`config.mk`:
```
export PLATFORM = sky130hd
export DESIGN_NAME = unidad_control_multiciclo
export DESIGN_NICKNAME = d
export VERILOG_FILES = /design/src/rtl/mc_ctrl_pkg.sv /design/src/rtl/mem_wait_timer.sv /design/src/rtl/unidad_control_multiciclo.sv
export SDC_FILE = /design/constraint.sdc
export NUM_CORES = 1
export LEC_CHECK = 0
export ABC_AREA = 1
export ABC_CLOCK_PERIOD_IN_PS = 2200
export CAP_MARGIN = 20
export CORE_AREA = 2 2 49 51
export DETAILED_ROUTE_END_ITERATION = 8
export DIE_AREA = 0 0 51 53
export GPL_ROUTABILITY_DRIVEN = 0
export GPL_TIMING_DRIVEN = 0
export PLACE_DENSITY = 0.76
export SYNTH_ARGS = -nofsm -noshare
export SYNTH_HDL_FRONTEND = slang
export SYNTH_SLANG_ARGS = --single-unit
```
`constraint.sdc`:
```
create_clock -name clk -period 2.2 [get_ports clk]
set_input_delay 0.44 -clock clk [delete_from_list [all_inputs] [get_ports clk]]
set_output_delay 0.44 -clock clk [all_outputs]
set_load 0.01 [all_outputs]
```
`src/rtl/mc_ctrl_pkg.sv`:
```
// Shared definitions for the multi-cycle MIPS control unit: opcodes, datapath
// select codes, ALU operation codes and the controller state encoding.
package mc_ctrl_pkg;

  localparam logic [5:0] OP_RTYPE = 6'b000000;
  localparam logic [5:0] OP_J     = 6'b000010;
  localparam logic [5:0] OP_BEQ   = 6'b000100;
  localparam logic [5:0] OP_BNE   = 6'b000101;
  localparam logic [5:0] OP_BGTZ  = 6'b000111;
  localparam logic [5:0] OP_ADDI  = 6'b001000;
  localparam logic [5:0] OP_SLTI  = 6'b001010;
  localparam logic [5:0] OP_ANDI  = 6'b001100;
  localparam logic [5:0] OP_ORI   = 6'b001101;
  localparam logic [5:0] OP_LW    = 6'b100011;
  localparam logic [5:0] OP_SW    = 6'b101011;

  typedef enum logic [2:0] {
    ALU_ADD   = 3'b000,
    ALU_SUB   = 3'b001,
    ALU_FUNCT = 3'b010,
    ALU_AND   = 3'b100,
    ALU_OR    = 3'b101,
    ALU_GTZ   = 3'b110,
    ALU_SLT   = 3'b111
  } alu_op_e;

  typedef enum logic [1:0] {
    SRCB_B      = 2'b00,
    SRCB_FOUR   = 2'b01,
    SRCB_IMM    = 2'b10,
    SRCB_IMM_SH = 2'b11
  } src_b_e;

  typedef enum logic [1:0] {
    PCSRC_ALU    = 2'b00,
    PCSRC_ALUOUT = 2'b01,
    PCSRC_JUMP   = 2'b10
  } pc_src_e;

  typedef enum logic [1:0] {
    BR_EQ  = 2'b00,
    BR_NE  = 2'b01,
    BR_GTZ = 2'b10
  } branch_e;

  typedef enum logic [3:0] {
    S_IDLE,
    S_FETCH,
    S_DECODE,
    S_MEM_ADDR,
    S_MEM_READ,
    S_MEM_WB,
    S_MEM_WRITE,
    S_EXEC_R,
    S_ALU_WB,
    S_EXEC_I,
    S_IMM_WB,
    S_BRANCH,
    S_JUMP
  } state_e;

  // ALU operation for the immediate-arithmetic group; addi is the fallback.
  function automatic alu_op_e imm_alu_op(input logic [5:0] op);
    case (op)
      OP_ANDI: return ALU_AND;
      OP_ORI:  return ALU_OR;
      OP_SLTI: return ALU_SLT;
      default: return ALU_ADD;
    endcase
  endfunction

endpackage

```
`src/rtl/mem_wait_timer.sv`:
```
// Counts consecutive not-ready cycles of a memory access and flags the cycle in
// which the count would reach MEM_TIMEOUT.
module mem_wait_timer #(
  parameter int MEM_TIMEOUT = 16,
  parameter int TMR_W       = 5
) (
  input  logic clk,
  input  logic reset,
  input  logic clr,
  input  logic inc,
  output logic expired
);

  logic [TMR_W-1:0] count;

  // NOTE: sequential state uses non-blocking assignments so every register
  // samples its inputs from the same pre-edge values.
  always_ff @(posedge clk or posedge reset) begin
    if (reset) begin
      count <= '0;
    end else if (clr) begin
      count <= '0;
    end else if (inc) begin
      count <= count + 1'b1;
    end
  end

  // This cycle is the MEM_TIMEOUT-th consecutive wait.
  assign expired = inc && (count == TMR_W'(MEM_TIMEOUT - 1));

endmodule

```
`src/rtl/unidad_control_multiciclo.sv`:
```
// Multi-cycle MIPS control FSM sequencing ALU, memory port, IR, PC and register file.
// Optional JUMP_EN macro adds the j instruction (opcode 000010) via a JUMP state.
module unidad_control_multiciclo
  import mc_ctrl_pkg::*;
#(
  parameter int MEM_TIMEOUT = 16,
  parameter int TMR_W       = 5
) (
  input  logic       clk,
  input  logic       reset,
  input  logic       run,
  input  logic [5:0] OpCode,
  input  logic       mem_ready,
  output logic       PCWrite,
  output logic       PCWriteCond,
  output logic       IorD,
  output logic       MemRead,
  output logic       MemWrite,
  output logic       MemToReg,
  output logic       IRWrite,
  output logic       ALUSrcA,
  output logic       RegWrite,
  output logic       RegDst,
  output logic [1:0] PCSource,
  output logic [1:0] ALUSrcB,
  output logic [2:0] ALUOp,
  output logic [1:0] BranchType,
  output logic       instr_done,
  output logic       illegal_op,
  output logic       mem_err
);

  state_e state, next_state;
  state_e done_next;
  logic   waiting, tmr_inc, tmr_clr, tmr_expired;

  always_ff @(posedge clk or posedge reset) begin
    if (reset) state <= S_IDLE;
    else       state <= next_state;
  end

  assign waiting   = (state == S_FETCH) || (state == S_MEM_READ) || (state == S_MEM_WRITE);
  assign tmr_inc   = waiting && !mem_ready;
  assign tmr_clr   = !tmr_inc || (next_state != state);
  assign done_next = run ? S_FETCH : S_IDLE;

  mem_wait_timer #(
    .MEM_TIMEOUT(MEM_TIMEOUT),
    .TMR_W      (TMR_W)
  ) u_mem_wait_timer (
    .clk    (clk),
    .reset  (reset),
    .clr    (tmr_clr),
    .inc    (tmr_inc),
    .expired(tmr_expired)
  );

  // NOTE: every signal written here gets a default first, so no path through
  // the case statement can leave one unassigned and infer a latch.
  always_comb begin
    next_state  = state;
    PCWrite     = 1'b0;
    PCWriteCond = 1'b0;
    IorD        = 1'b0;
    MemRead     = 1'b0;
    MemWrite    = 1'b0;
    MemToReg    = 1'b0;
    IRWrite     = 1'b0;
    ALUSrcA     = 1'b0;
    RegWrite    = 1'b0;
    RegDst      = 1'b0;
    PCSource    = PCSRC_ALU;
    ALUSrcB     = SRCB_B;
    ALUOp       = ALU_ADD;
    BranchType  = BR_EQ;
    instr_done  = 1'b0;
    illegal_op  = 1'b0;
    mem_err     = 1'b0;

    unique case (state)
      S_IDLE: begin
        if (run) next_state = S_FETCH;
      end

      S_FETCH: begin
        MemRead = !tmr_expired;
        ALUSrcB = SRCB_FOUR;
        IRWrite = mem_ready;
        PCWrite = mem_ready;
        if (mem_ready) begin
          next_state = S_DECODE;
        end else if (tmr_expired) begin
          mem_err    = 1'b1;
          next_state = S_IDLE;
        end
      end

      S_DECODE: begin
        ALUSrcB = SRCB_IMM_SH;
        case (OpCode)
          OP_LW, OP_SW:                     next_state = S_MEM_ADDR;
          OP_RTYPE:                         next_state = S_EXEC_R;
          OP_ADDI, OP_ANDI, OP_ORI, OP_SLTI: next_state = S_EXEC_I;
          OP_BEQ, OP_BNE, OP_BGTZ:          next_state = S_BRANCH;
`ifdef JUMP_EN
          OP_J:                             next_state = S_JUMP;
`else
          OP_J: begin
            illegal_op = 1'b1;
            next_state = done_next;
          end
`endif
          default: begin
            illegal_op = 1'b1;
            next_state = done_next;
          end
        endcase
      end

      S_MEM_ADDR: begin
        ALUSrcA    = 1'b1;
        ALUSrcB    = SRCB_IMM;
        next_state = (OpCode == OP_SW) ? S_MEM_WRITE : S_MEM_READ;
      end

      S_MEM_READ: begin
        MemRead = !tmr_expired;
        IorD    = 1'b1;
        if (mem_ready) begin
          next_state = S_MEM_WB;
        end else if (tmr_expired) begin
          mem_err    = 1'b1;
          next_state = S_IDLE;
        end
      end

      S_MEM_WB: begin
        RegWrite   = 1'b1;
        MemToReg   = 1'b1;
        instr_done = 1'b1;
        next_state = done_next;
      end

      S_MEM_WRITE: begin
        MemWrite = !tmr_expired;
        IorD     = 1'b1;
        if (mem_ready) begin
          instr_done = 1'b1;
          next_state = done_next;
        end else if (tmr_expired) begin
          mem_err    = 1'b1;
          next_state = S_IDLE;
        end
      end

      S_EXEC_R: begin
        ALUSrcA    = 1'b1;
        ALUOp      = ALU_FUNCT;
        next_state = S_ALU_WB;
      end

      S_ALU_WB: begin
        RegWrite   = 1'b1;
        RegDst     = 1'b1;
        instr_done = 1'b1;
        next_state = done_next;
      end

      S_EXEC_I: begin
        ALUSrcA    = 1'b1;
        ALUSrcB    = SRCB_IMM;
        ALUOp      = imm_alu_op(OpCode);
        next_state = S_IMM_WB;
      end

      S_IMM_WB: begin
        RegWrite   = 1'b1;
        instr_done = 1'b1;
        next_state = done_next;
      end

      S_BRANCH: begin
        ALUSrcA     = 1'b1;
        PCWriteCond = 1'b1;
        PCSource    = PCSRC_ALUOUT;
        ALUOp       = (OpCode == OP_BGTZ) ? ALU_GTZ : ALU_SUB;
        BranchType  = (OpCode == OP_BGTZ) ? BR_GTZ :
                      (OpCode == OP_BNE)  ? BR_NE  : BR_EQ;
        instr_done  = 1'b1;
        next_state  = done_next;
      end

`ifdef JUMP_EN
      S_JUMP: begin
        PCWrite    = 1'b1;
        PCSource   = PCSRC_JUMP;
        instr_done = 1'b1;
        next_state = done_next;
      end
`endif

      default: next_state = S_IDLE;
    endcase
  end

endmodule

```
# --- Word level (Yosys, flattened, before mapping) ---
# Cells that the tools add are included.
# W data, S select, Z words.
totals:
  ff_bits: 9
  out_inout_bits: 22
  wordCells: 82
op_classes:
  add_sub_neg: 1
  n_eq_ne: 22
  muxes: 35
  reduce_logical: 22
op_table:
  columns: ["operator", "count"]
  rows:
  - ["$pmux W4 S9", 1]
  - ["$eq A6 B4 Y1 const B", 4]
  - ["$mux W4", 5]
  - ["$eq A6 B3 Y1 const B", 3]
  - ["$mux W1", 18]
  - ["$pmux W3 S3", 2]
  - ["$eq A4 B3 Y1 const B", 4]
  - ["$eq A4 B4 Y1 const B", 4]
  - ["$pmux W4 S4", 1]
  - ["$eq A6 B6 Y1 const B", 2]
  - ["$reduce_or A4 Y1", 3]
  - ["$mux W5", 2]
  - ["$reduce_or A10 Y1", 1]
  - ["$reduce_or A3 Y1", 3]
  - ["$eq A4 B2 Y1 const B", 2]
  - ["$reduce_or A2 Y1", 4]
  - ["$logic_not A6 Y1", 1]
  - ["$mux W2", 3]
  - ["$pmux W2 S3", 1]
  - ["$add A5 B1 Y5 const B", 1]
  - ["$eq A5 B4 Y1 const B", 1]
  - ["$eq A4 B1 Y1 const B", 1]
  - ["$logic_not A4 Y1", 1]
  - ["$ne A4 B4 Y1", 1]
  - ["6 further kinds", 11]

# --- Logic depth before layout (Yosys ltp) ---
depth:
  word_depth: 11
  depth_mapped: 11
  mapped_depth_nobuf: 11

# --- Modules after synthesis ---
# Synthesis repeated with hierarchy kept, for this count alone.
hier_totals:
  cells_unflattened: 165
  hier_area_um2: 973.4
modules_own_cells:
  columns: ["module", "n_inst", "cells_per_inst", "area_per_inst_um2", "seq_area_each_um2"]
  rows:
  - ["unidad_control_multiciclo", 1, 131, 671.9, 100.1]
  - ["mem_wait_timer", 1, 34, 301.5, 125.1]

# --- Least setup slack after synthesis ---
# Ideal clock, no wire load.
synth_timing:
  kind: "flip-flop to output port"
  startpoint: "register state[2]"
  endpoint: "output port ALUOp[2]"
  arrival_ns: 1.392
  required_time_ns: 1.760
  path_slack_ns: 0.368
  path_stages_with_launch: 6
  n_path_buf: 0
  cell_sequence: "dfrtp_1 -> nor2_1 -> inv_1 -> nor2_1 -> inv_1 -> o311ai_0"
synth_between:
  elab_chain_cells: 2
  word_cells_on_any_way: 4
  cone_classes: "3 x eq/ne; 1 x mux"
synth_rtl:
  columns: ["element", "line", "source"]
  rows:
  - ["start: declaration", "unidad_control_multiciclo.sv:33", "state_e state, next_state;"]
  - ["start signal: assignment", "unidad_control_multiciclo.sv:39", "else state <= next_state;"]
  - ["$eq A4 B4 Y1 / $eq A4 B3 Y1 (equally long branches)", "unidad_control_multiciclo.sv:80", "unique case (state)"]
  - ["$pmux W3 S3 *", "unidad_control_multiciclo.sv:80", null]
  - ["end: declaration", "unidad_control_multiciclo.sv:26", "output logic [2:0] ALUOp,"]
# Every way passes the cells marked *; elsewhere a longest branch is shown, timed or not.

# --- Worst setup path after layout ---
layout_timing:
  startpoint: "register state[2]"
  endpoint: "output port RegDst"
layout_between:
  elab_chain_cells: 2
layout_rtl:
  columns: ["element", "line", "source"]
  rows:
  - ["$eq A4 B4 Y1", "unidad_control_multiciclo.sv:80", null]
  - ["$mux W1", "unidad_control_multiciclo.sv:80", null]
  - ["end: declaration", "unidad_control_multiciclo.sv:23", "output logic RegDst,"]
# No other way between the ends.

==> impl_metrics.ini <==
[die]
start_util_pct = 42.9
die_w_um = 51
die_area_sq_um = 2700
std_cell_rows = 17
ioPinCount = 32
chipHeight_um = 53
core_area_sq_um = 2150

[logic_synthesis]
yosys.cell_types.count = 30
synthTopCellsByArea = dfrtp_1 24%, nor2_1 12%, inv_1 9.8%
yosys_warnings = 0
synthArstFlopShare_pct = 100
synth_nets = 155
ys_ff_latch = 9
synth_edf_count = 0
netlist_instances = 143
synth_ff_type = dfrtp_1
synth_area_sq_um = 922
synth_area_leader_cell = dfrtp_1
ys_seq_area_share_pct = 24.4
synth.avg_cell_area_sq_um = 6.45
synth_top_cell_area_share_pct = 24.4

[clock_tree]
cts_buffers = 3
cts_sinks = 9
clockRootBuffer = clkbuf_4
htreeDepth = 1
cts_tree = built
clk_latency_ns = 0.26
ctsHoldBuffers = 0
cts.path.max_buffers = 2
clk_pin_slew_ns = 0.06

[worst_setup_path]
critical_path_class = reg -> out
worstPathRequired_ns = 1.76
crit_arrival_ns = 1.66
critPathMaxFanout = 5
cp-start-kind = flip-flop
cp-end-kind = primary output

[pwr]
ir_drop_mv = 0.461
p_per_area_nw_per_um2 = 822
leakage_nw = 0.765

[detailed_routing]
wl_mm = 2.48
drt.antenna.violating_nets = 0
num_vias = 1066
first_iter_violations = 22
drt-wirelength-per-cell_um = 11.6
remaining_drc_errors = 0
drt_first_pass_iters = 4
vias_per_cell = 5.00

[global_routing]
antenna_found_initial = 0
grt_use_total_pct = 20.4
grt_max_degree = 11
first_global_vias = 1025
grt.overflow.total = 0
grt_pass1_wl_mm = 4.30

[sta]
hold_viol_final = 0
fin_crit_sh_pct = 95.6
fin_crit_ns = 2.10
fin_skew_ns = 0.00116
max_freq_mhz = 476
rsz0062_at_grt = no
drv_slew = 0
setup_viol = 0

[run_status]
status = finished, final reports clean

[run]
maxCapViolations = 0

[placement]
placed_area_sq_um = 1260
hpwl_mm = 1.90
place.port_buffers = 30

[min_path]
min_path_type = in -> async

[layout]
postLayoutCoreUtil_pct = 64.9
area_growth_pct = 51.3
stdcell_area_sq_um = 1400
n_antenna_cell = 0
filler_cell_count = 197
drive_gt1_share_pct = 33.0
fin_nets = 198
## registers in the layout, indices dropped and copies added (netlist names)
register and count:
u_mem_wait_timer.count 5, state 4
## synth_stat cells, types with 3 or more instances
cell and count:
nor2_1 29, inv_1 24, nand2_1 20, nand3_1 13, dfrtp_1 9, nand2_2 6, nand3_2 4, o21ai_0 4
buf_4 3, inv_2 3, nor3_1 3
## final timing paths
path	from	endpoint	slack, ns	cells after the start
setup reg to reg	u_mem_wait_timer.count[0]$_DFFE_PP0P_	u_mem_wait_timer.count[3]$_DFFE_PP0P_	0.54	10
hold / removal	reset	u_mem_wait_timer.count[3]$_DFFE_PP0P_	0.43	2
min in group clk	u_mem_wait_timer.count[0]$_DFFE_PP0P_	u_mem_wait_timer.count[0]$_DFFE_PP0P_	0.47	1
hold reg to reg	u_mem_wait_timer.count[0]$_DFFE_PP0P_	u_mem_wait_timer.count[0]$_DFFE_PP0P_	0.47	1
max in group asynchronous	reset	state[2]$_DFF_PP0_	1.51	2
setup / recovery	state[2]$_DFF_PP0_	RegDst	0.1	4
## area by class of cell
type,instances,area [sq um],area share [%]
inverters,27,101,7.26
well taps,28,35.0,2.51
repair buffers,38,328,23.5
flip-flops and latches,9,226,16.2
plain buffers,4,36.3,2.60
clock buffers,4,26.3,1.88
multi-input cells,103,642,46.0
## layout by cell type (no fill, tap or decap), drive strengths merged, types with 3 or more instances in the layout
cell and count:
a21oi 3, buf 17, clkbuf 6, clkdlybuf4s50 7, dfrtp 9, dlygate4sd2 9
dlymetal6s2s 5, inv 27, nand2 27, nand3 17, nor2 32, nor3 3
o21ai 5
## metrics by stage
step	instances	power, mW	hold slack, ns	setup slack [ns]	setup TNS [ns]
4_1_cts	210	1.13	0.442	-0.00384	-0.00384
6_report	213	1.15	0.428	0.0979	0
3_5_place_dp	201	0.993	0.460	-0.556	-3.88
3_3_place_gp	201	0.974	0.448	-0.534	-3.69
2_1_floorplan	143	0.719	0.268	0.368	0
5_1_grt	213	1.26	0.464	0.00661	0
## power breakdown
group / switching, mW / leakage (nW) / total (mW) / internal [mW]
clock: 0.0541 / 0.0150 / 0.124 / 0.0697
combinational: 0.456 / 0.629 / 0.775 / 0.319
sequential: 0.0456 / 0.121 / 0.248 / 0.203
## critical path: stages (launching register included)
cell	delay [ns]
dfrtp_2	0.47
nor2_4	0.13
inv_2	0.07
nor3_1	0.16
clkdlybuf4s50_1	0.57
## routing by layer
metal	up-vias	track usage, %	wire (um)
met5	-	0	0
met4	0	8.11	19
met3	3	1.13	133
met2	36	37.9	1300
met1	487	24.6	1020
li1	540	-	-
## logic make-up (layout without fill, tap and decap cells)
group | after synthesis | count (layout) | synth area share (%)
xor+xnor | 2 | 2 | 1.90
simple gates | 85 | 85 | 45.0
other cells | 1 | 1 | 0.407
buf+inv | 31 | 73 | 14.9
compound gates | 13 | 13 | 10.6
flops | 9 | 9 | 24.4
fa+ha+maj | 2 | 2 | 2.71
## timing repair
item                       4_1_cts  5_1_grt
pin swaps                        4        6
gates resized for setup         56       16
setup endpoints to repair       17       12
setup buffers                    5        3
Power figures use the tool's default switching activity.
